`src/rtl/lsu_if.sv`:
```
// Memory-side bus of the load/store unit: request strobe, word address,
// lane-replicated write data, byte enables, and the completion handshake.
interface lsu_if;
  logic        mem_req;
  logic        mem_we;
  logic [31:0] mem_addr;
  logic [31:0] mem_wdata;
  logic [3:0]  mem_be;
  logic        mem_ack;
  logic [31:0] mem_rdata;

  // The LSU issues requests and receives completions.
  modport master (
    output mem_req, mem_we, mem_addr, mem_wdata, mem_be,
    input  mem_ack, mem_rdata
  );

  // The memory receives requests and returns completions.
  modport slave (
    input  mem_req, mem_we, mem_addr, mem_wdata, mem_be,
    output mem_ack, mem_rdata
  );
endinterface

```
`src/rtl/lsu.sv`:
```
// Load/store unit: accepts one core data access at a time, checks funct3 and
// alignment, runs a single word-wide memory transaction with an ack timeout,
// and reports a one-cycle completion (DONE) carrying status and load data.
module lsu #(
  parameter int unsigned ACK_TIMEOUT = 16
) (
  input  logic        clk,
  input  logic        reset,
  input  logic        req_valid,
  input  logic        req_we,
  input  logic [2:0]  req_funct3,
  input  logic [31:0] req_addr,
  input  logic [31:0] req_wdata,
  output logic        stall,
  output logic [31:0] rdata,
  output logic        rdata_valid,
  output logic [1:0]  err,
  lsu_if.master       mem
);

  typedef enum logic [1:0] {ST_IDLE = 2'd0, ST_WAIT = 2'd1, ST_DONE = 2'd2} state_e;

  localparam logic [7:0] TERM_CNT = 8'(ACK_TIMEOUT - 1);

  state_e      state_q, state_d;
  logic [7:0]  cnt_q, cnt_d;
  logic [2:0]  funct3_q, funct3_d;
  logic [1:0]  off_q, off_d;
  logic [31:0] rdata_q, rdata_d;
  logic        rdata_valid_q, rdata_valid_d;
  logic [1:0]  err_q, err_d;
  logic        mem_req_q, mem_req_d;
  logic        mem_we_q, mem_we_d;
  logic [31:0] mem_addr_q, mem_addr_d;
  logic [31:0] mem_wdata_q, mem_wdata_d;
  logic [3:0]  mem_be_q, mem_be_d;

  // Loads: pick the addressed lane and sign- or zero-extend it.
  function automatic logic [31:0] load_extend(input logic [2:0] f3,
                                              input logic [1:0] off,
                                              input logic [31:0] word);
    logic [7:0]  b;
    logic [15:0] h;
    logic [31:0] r;
    b = word[{off, 3'b000} +: 8];
    h = off[1] ? word[31:16] : word[15:0];
    case (f3)
      3'b000:  r = {{24{b[7]}}, b};
      3'b001:  r = {{16{h[15]}}, h};
      3'b100:  r = {24'h000000, b};
      3'b101:  r = {16'h0000, h};
      default: r = word;
    endcase
    return r;
  endfunction

  // Byte enables for the access size at the given byte offset.
  function automatic logic [3:0] lane_be(input logic [1:0] sz, input logic [1:0] off);
    logic [3:0] be;
    case (sz)
      2'b00:   be = 4'b0001 << off;
      2'b01:   be = off[1] ? 4'b1100 : 4'b0011;
      default: be = 4'b1111;
    endcase
    return be;
  endfunction

  // Stores: replicate the low byte/halfword across every lane.
  function automatic logic [31:0] lane_wdata(input logic [1:0] sz, input logic [31:0] wd);
    logic [31:0] r;
    case (sz)
      2'b00:   r = {4{wd[7:0]}};
      2'b01:   r = {2{wd[15:0]}};
      default: r = wd;
    endcase
    return r;
  endfunction

  logic illegal_s, misaligned_s;

  // Classify the incoming request: bad encoding first, then alignment.
  always_comb begin
    illegal_s    = 1'b0;
    misaligned_s = 1'b0;
    case (req_funct3)
      3'b000:          illegal_s = 1'b0;
      3'b001, 3'b010:  illegal_s = 1'b0;
      3'b100, 3'b101:  illegal_s = req_we;
      default:         illegal_s = 1'b1;
    endcase
    if (req_funct3[1:0] == 2'b01) begin
      misaligned_s = req_addr[0];
    end else if (req_funct3[1:0] == 2'b10) begin
      misaligned_s = |req_addr[1:0];
    end else begin
      misaligned_s = 1'b0;
    end
  end

  // Next-state and registered-output computation for the IDLE/WAIT/DONE FSM.
  always_comb begin
    state_d       = state_q;
    cnt_d         = cnt_q;
    funct3_d      = funct3_q;
    off_d         = off_q;
    rdata_d       = rdata_q;
    rdata_valid_d = 1'b0;
    err_d         = 2'b00;
    mem_req_d     = mem_req_q;
    mem_we_d      = mem_we_q;
    mem_addr_d    = mem_addr_q;
    mem_wdata_d   = mem_wdata_q;
    mem_be_d      = mem_be_q;
    case (state_q)
      ST_IDLE: begin
        if (req_valid) begin
          funct3_d = req_funct3;
          off_d    = req_addr[1:0];
          if (illegal_s) begin
            err_d   = 2'b11;
            state_d = ST_DONE;
          end else if (misaligned_s) begin
            err_d   = 2'b01;
            state_d = ST_DONE;
          end else begin
            state_d     = ST_WAIT;
            cnt_d       = 8'd0;
            mem_req_d   = 1'b1;
            mem_we_d    = req_we;
            mem_addr_d  = {req_addr[31:2], 2'b00};
            mem_be_d    = lane_be(req_funct3[1:0], req_addr[1:0]);
            mem_wdata_d = req_we ? lane_wdata(req_funct3[1:0], req_wdata) : 32'h0000_0000;
          end
        end else begin
          state_d = ST_IDLE;
        end
      end
      ST_WAIT: begin
        // An ack on the terminal-count cycle still completes normally.
        if (mem.mem_ack || cnt_q == TERM_CNT) begin
          state_d     = ST_DONE;
          mem_req_d   = 1'b0;
          mem_we_d    = 1'b0;
          mem_addr_d  = 32'h0000_0000;
          mem_wdata_d = 32'h0000_0000;
          mem_be_d    = 4'b0000;
          if (mem.mem_ack) begin
            if (!mem_we_q) begin
              rdata_d       = load_extend(funct3_q, off_q, mem.mem_rdata);
              rdata_valid_d = 1'b1;
            end else begin
              rdata_valid_d = 1'b0;
            end
          end else begin
            err_d = 2'b10;
          end
        end else begin
          cnt_d = cnt_q + 8'd1;
        end
      end
      ST_DONE: begin
        state_d = ST_IDLE;
      end
      default: begin
        state_d = ST_IDLE;
      end
    endcase
  end

  // State and output registers with synchronous reset.
  always_ff @(posedge clk) begin
    if (reset) begin
      state_q       <= ST_IDLE;
      cnt_q         <= 8'd0;
      funct3_q      <= 3'b000;
      off_q         <= 2'b00;
      rdata_q       <= 32'h0000_0000;
      rdata_valid_q <= 1'b0;
      err_q         <= 2'b00;
      mem_req_q     <= 1'b0;
      mem_we_q      <= 1'b0;
      mem_addr_q    <= 32'h0000_0000;
      mem_wdata_q   <= 32'h0000_0000;
      mem_be_q      <= 4'b0000;
    end else begin
      state_q       <= state_d;
      cnt_q         <= cnt_d;
      funct3_q      <= funct3_d;
      off_q         <= off_d;
      rdata_q       <= rdata_d;
      rdata_valid_q <= rdata_valid_d;
      err_q         <= err_d;
      mem_req_q     <= mem_req_d;
      mem_we_q      <= mem_we_d;
      mem_addr_q    <= mem_addr_d;
      mem_wdata_q   <= mem_wdata_d;
      mem_be_q      <= mem_be_d;
    end
  end

  assign stall         = (state_q == ST_IDLE && req_valid) || (state_q == ST_WAIT);
  assign rdata         = rdata_q;
  assign rdata_valid   = rdata_valid_q;
  assign err           = err_q;
  assign mem.mem_req   = mem_req_q;
  assign mem.mem_we    = mem_we_q;
  assign mem.mem_addr  = mem_addr_q;
  assign mem.mem_wdata = mem_wdata_q;
  assign mem.mem_be    = mem_be_q;

endmodule

```
`src/flat_wrapper.sv`:
```
// flat-port wrapper written by rule: the top's interface ports become plain ports
module lsu_flat 
#(
  parameter int unsigned ACK_TIMEOUT = 16
)
  (clk, reset, req_valid, req_we, req_funct3, req_addr, req_wdata, stall, rdata, rdata_valid, err, mem_mem_req, mem_mem_we, mem_mem_addr, mem_mem_wdata, mem_mem_be, mem_mem_ack, mem_mem_rdata);
  lsu_if mem_i ();
  input  logic clk;
  input  logic reset;
  input  logic req_valid;
  input  logic req_we;
  input  logic [2:0] req_funct3;
  input  logic [31:0] req_addr;
  input  logic [31:0] req_wdata;
  output logic stall;
  output logic [31:0] rdata;
  output logic rdata_valid;
  output logic [1:0] err;
  output wire logic [$bits(mem_i.mem_req)-1:0] mem_mem_req;
  output wire logic [$bits(mem_i.mem_we)-1:0] mem_mem_we;
  output wire logic [$bits(mem_i.mem_addr)-1:0] mem_mem_addr;
  output wire logic [$bits(mem_i.mem_wdata)-1:0] mem_mem_wdata;
  output wire logic [$bits(mem_i.mem_be)-1:0] mem_mem_be;
  input wire logic [$bits(mem_i.mem_ack)-1:0] mem_mem_ack;
  input wire logic [$bits(mem_i.mem_rdata)-1:0] mem_mem_rdata;
  assign mem_mem_req = mem_i.mem_req;
  assign mem_mem_we = mem_i.mem_we;
  assign mem_mem_addr = mem_i.mem_addr;
  assign mem_mem_wdata = mem_i.mem_wdata;
  assign mem_mem_be = mem_i.mem_be;
  assign mem_i.mem_ack = mem_mem_ack;
  assign mem_i.mem_rdata = mem_mem_rdata;
  lsu #(.ACK_TIMEOUT(ACK_TIMEOUT)) u_core (.clk(clk), .reset(reset), .req_valid(req_valid), .req_we(req_we), .req_funct3(req_funct3), .req_addr(req_addr), .req_wdata(req_wdata), .stall(stall), .rdata(rdata), .rdata_valid(rdata_valid), .err(err), .mem(mem_i));
endmodule
```
`config.mk`:
```
export PLATFORM = sky130hd
export DESIGN_NAME = lsu_flat
export DESIGN_NICKNAME = d
export VERILOG_FILES = /design/src/rtl/lsu_if.sv /design/src/rtl/lsu.sv /design/src/flat_wrapper.sv
export SDC_FILE = /design/constraint.sdc
export NUM_CORES = 1
export LEC_CHECK = 0
export CORE_UTILIZATION = 46
export DETAILED_ROUTE_END_ITERATION = 16
export PLACE_DENSITY = 0.85
export SYNTH_ARGS = -nofsm -noshare
export SYNTH_HDL_FRONTEND = slang
export SYNTH_SLANG_ARGS = --single-unit
export TNS_END_PERCENT = 1
```
`constraint.sdc`:
```
create_clock -name clk -period 5.8 [get_ports clk]
set_input_delay 0.58 -clock clk [delete_from_list [all_inputs] [get_ports clk]]
set_output_delay 0.58 -clock clk [all_outputs]
set_load 0.05 [all_outputs]
```
# Word level (Yosys, flattened, before mapping)
# Cells that the tools add are included.
[classes]
mux = 49
shift = 2
n_reduce_logical = 16
n_eq_ne = 16
add_sub_neg = 1
bitwise = 4
[ops]
columns = ["op", "count"]
rows = [
  ["$mux W32", 8],
  ["$pmux W32 S2", 3],
  ["$pmux W32 S4", 1],
  ["$mux W8", 4],
  ["$shiftx A32 B6 Y8", 1],
  ["$mux W4", 5],
  ["$mux W16", 1],
  ["$mux W2", 8],
  ["$pmux W4 S2", 2],
  ["$pmux W8 S2", 1],
  ["$eq A3 B3 Y1 const B", 4],
  ["$mux W1", 11],
  ["$reduce_and A5 Y1", 2],
  ["$add A8 B1 Y8 const B", 1],
  ["$eq A8 B4 Y1 const B", 1],
  ["$ne A2 B2 Y1 const B", 4],
  ["$pmux W2 S2", 2],
  ["$eq A3 B1 Y1 const B", 2],
  ["$logic_not A3 Y1", 2],
  ["$pmux W1 S2", 3],
  ["$eq A2 B1 Y1 const B", 2],
  ["$logic_not A2 Y1", 2],
  ["$not A1 Y1", 4],
  ["$reduce_and A4 Y1", 1],
  ["other kinds (11)", 13],
]
[word_totals]
out_inout_bits = 106
reg_bits = 120

# Depth between registers and ports, before layout
[depth]
depth_word = 7
mapped_depth = 8

# Worst setup path before layout
# Ideal clock, no wire load.
[synth_timing]
path_kind = "input port to flip-flop"
from = "in req_funct3[0]"
to = "reg u_core.mem_addr_q[23], in the netlist u_core.mem.mem_addr[23]"
cell_stages = 7
arrival_time_ps = 1976
n_path_buf = 3
path_slack_ps = 3708
cell_sequence = "buf_2 or4_4 nand2_1 a221oi_2 buf_2 buf_2 a22o_1"
[synth_between]
elab_chain_cells = 5
[synth_lines]
columns = ["item", "line", "rtl"]
rows = [
  ["start, declared", "flat_wrapper.sv:12", "input logic [2:0] req_funct3;"],
  ["$eq A3 B1 Y1 (tied with other cells)", "lsu.sv:85", "case (req_funct3)"],
  ["$reduce_or A3 Y1 (no source line) (tied with other cells)", "--", ""],
  ["$pmux W1 S2 / $mux W1 (equally long branches)", "lsu.sv:85, lsu.sv:91", ""],
  ["$ne A2 B2 Y1 (no source line)", "--", ""],
  ["$reduce_and A5 Y1 (no source line) (*)", "--", ""],
  ["end signal, assigned", "lsu.sv:195", "mem_addr_q <= mem_addr_d;"],
  ["end, declared", "lsu.sv:34", "logic [31:0] mem_addr_q, mem_addr_d;"],
]
# Every way passes the cells marked *; elsewhere a longest branch is shown, timed or not.
# A chain may end at the register's enable or synchronous reset.

# Worst setup path after layout
[layout_timing]
from = "in req_funct3[0]"
to = "reg u_core.mem_wdata_q[7], in the netlist u_core.mem.mem_wdata[7]"
[layout_between]
elab_chain_cells = 5
[layout_lines]
columns = ["item", "line", "rtl"]
rows = [
  ["$eq A3 B1 Y1 (tied with other cells)", "lsu.sv:85", ""],
  ["$reduce_or A3 Y1 (no source line) (tied with other cells)", "--", ""],
  ["$pmux W1 S2 / $mux W1 (equally long branches)", "lsu.sv:85, lsu.sv:91", ""],
  ["$ne A2 B2 Y1 (no source line)", "--", ""],
  ["$reduce_and A5 Y1 (no source line) (*)", "--", ""],
  ["end signal, assigned", "lsu.sv:196", "mem_wdata_q <= mem_wdata_d;"],
  ["end, declared", "lsu.sv:35", "logic [31:0] mem_wdata_q, mem_wdata_d;"],
]
# Marked as above.

==> summary.txt <==
Worst Path Required: 6.26 ns
Int Power: 0.00164 W
Die Height: 106 um
Largest net degree at the start of global routing: 69
DP HPWL: 10.4 mm
Initial antenna violation count: 0
Final #Nets: 803
Clk sinks: 118
Core Region: 10500 um^2
FF+latch count, synth: 118
Mapped cell area: 5020 um^2
CTS max path bufs: 2
Vias in the first global route: 4807
Top cells by area, synth: dfxtp_1 (47%), a22o_1 (8.9%), mux2i_1 (5.8%)
Total global-route track usage: 0.271
Worst r2r src: u_core.state_q[0]
Final WL: 15.1 mm
Resized cells post-CTS: 0
Setup crit start kind: input pin
Port buffer count: 207
Worst Slack Setup Final: 2.53 ns
Synth cell types: 51
Most common cell after layout, fill and taps aside: clkdlybuf4s50_1
Synth Instances: 512
Worst VDD drop: 0.000181 V
Number of antenna diodes: 0
Fill count: 744
Sw frac: 0.285
Area taken by multi-input logic gates: 2470 um^2
Nature of the critical path endpoint: flip-flop
H-Tree Depth: 4
Share of layout cells above drive strength 1: 0.0872
Max Clock Freq: 306 MHz
Ys Warns: 0
Final setup violation count: 0
Clock-pin slew on the worst setup and hold paths: 0.06 ns
Routed Antenna Nets: 0
Post-CTS setup buffer count: 0
Hold Path Class: flip-flop to flip-flop
Lkg Pwr: 2.83 nW
Worst Path Class, Setup: input pin to flip-flop
Met3 wire len: 1.27 mm
Vias per inst: 5.66
Power Dens Cells: 298 nW/um^2
Setup TNS: 0 ns
Net Switching: 0.000655 W
Seq pwr share: 0.377
DRT iter0 DRCs: 232
Final Cycle Share: 0.564
FP Rows: 37
Seq. cell area: 2360 um^2
Post-CTS Hold Buffers: 0
Grt ovf: 0
Clock power frac: 0.456
Post-synthesis sequential area ratio: 0.471
Worst rel slew slack: 0.162
Worst-Margin Slew: 1.26 ns
CP max FO: 37
Max Used Layer: met4
Placer Congestion: 0.860
Outcome: finished, final reports clean
Num CTS Buffers: 17
Gate power share: 0.167
CTS tree: done
Area of the die: 11300 um^2
DRT Pass-1 Iters: 5
Hold Startpoint: u_core.mem.mem_wdata[22]
CTS root buf: clkbuf_8
Commonest non-fill, non-tap cells in the layout: clkdlybuf4s50_1 (206), dfxtp_1 (118), a22o_1 (51), nor2_1 (45), nand2_1 (37)
Avg WL per Cell: 17.8 um
Final min period: 3.27 ns
DP Worst Slack: 2.00 ns
Residual DRC: 0
IO Pins: 210
Final hold vios: 0
DRT met1 WL: 6.05 mm
Max Slew Vio Count: 0
Via count: 4793
Setup Skew: 0.00880 ns
Die width: 106 um
DR WL met2: 7.43 mm
Clk_lat worst skew: 0.52 ns
Syn_area_per_cell: 9.80 um^2
Post-synth top area cell: dfxtp_1
# Max-Cap Violations: 0
Worst Setup SP: req_funct3[0]
Yosys top cell area share: 0.471
RSZ-0062 raised after global routing: false
Initial Util: 0.480
First-pass GRT wire length: 23.9 mm
Worst endpoint data arrival time: 3.73 ns
Syn-to-layout area delta: 53.7%
==> final timing paths <==
path / end / slack (ns) / cells after the start
worst min register to register: u_core.mem.mem_wdata[22] / 0.46 / 1
worst max register to register: u_core.rdata[29] / 3.11 / 4
worst min-delay path: u_core.mem.mem_wdata[22] / 0.46 / 1
worst max-delay path: u_core.mem.mem_wdata[7] / 2.53 / 5
==> synth_stat cells (all sizes together) <==
cell type and count:
and4 1, dfxtp 118, or3b 1, a211oi 34
clkbuf 31, mux2i 29, nand3b 8, or2 1
nor3b 2, nand4 1, a21o 6, inv 3
conb 1, o2bb2ai 16, nor2b 2, nand4b 1
or4 1, xor2 3, mux2 14, ha 1
buf 15, a2bb2oi 7, o21bai 2, a221oi 3
nand3 3, a311oi 1, nor4 3, o21ai 18
xnor2 1, nand2 38, nor3 2, and3 1
nor2 45, and2 2, o31ai 1, nand2b 4
or4b 1, mux4 1, a22o 51, nor4bb 9
a221o 1, a21oi 26, a31oi 2, a22oi 1
==> per-stage QoR <==
| step | instances | instance area, um^2 | total power, W | hold slack (ns) | utilization |
|---|---|---|---|---|---|
| 3_5_place_dp | 815 | 7120 | 0.00126 | 0.447 | 0.681 |
| 2_1_floorplan | 513 | 5020 | 0.00110 | 0.470 | - |
| 3_3_place_gp | 815 | 7120 | 0.00126 | 0.443 | 0.681 |
| 5_1_grt | 847 | 7710 | 0.00238 | 0.490 | 0.737 |
| 6_report | 847 | 7710 | 0.00230 | 0.465 | 0.737 |
| 4_1_cts | 847 | 7710 | 0.00231 | 0.471 | 0.737 |
==> sequential cells by signal, indices dropped and copies added, names as in the netlist <==
| name | count |
|---|---|
| u_core.mem.mem_wdata | 32 |
| u_core.rdata | 32 |
| u_core.mem.mem_addr | 30 |
| u_core.cnt_q | 8 |
| u_core.mem.mem_be | 4 |
| u_core.funct3_q | 3 |
| u_core.err | 2 |
| u_core.off_q | 2 |
| u_core.state_q | 2 |
| u_core.mem.mem_req | 1 |
| u_core.mem.mem_we | 1 |
| u_core.rdata_valid | 1 |
==> metal layers <==
layer / vias up / track usage
li1: 2270 / -
met1: 2274 / 0.316
met2: 214 / 0.456
met3: 35 / 0.0895
met4: 0 / 0.108
met5: - / 0
==> power by group through the flow <==
stage	sequential, W	clock (W)	combinational (W)
6_report	0.000867	0.00105	0.000384
5_1_grt	0.000871	0.00110	0.000404
4_1_cts	0.000867	0.00106	0.000383
3_5_place_dp	0.000883	0	0.000381
3_3_place_gp	0.000882	0	0.000374
2_1_floorplan	0.000964	0	0.000138
==> critical path, stage by stage <==
cell             delay, ns
clkdlybuf4s50_1       0.83
or4_4                 0.72
a21oi_4               0.77
and2_1                0.62
a22o_1                0.21
==> final cells by class <==
type | count | area share
Inverter | 3 | 0.00146
Tap cell | 136 | 0.0221
Multi-Input combinational cell | 346 | 0.321
Sequential cell | 118 | 0.306
Clock buffer | 18 | 0.0555
Clock inverter | 14 | 0.0211
Timing Repair Buffer | 212 | 0.273
==> kinds of logic after synthesis <==
logic type	count (synthesis)	share of synthesized area
buffers and inverters	49	0.0424
AND/OR/NAND/NOR	126	0.129
AO/OA/AOI/OAI	169	0.254
flip-flops	118	0.471
other	1	0.000747
XOR/XNOR	4	0.00698
multiplexers	44	0.0937
adder cells (fa/ha/maj)	1	0.00249
Note: power is estimated with default switching activity, not from simulation.
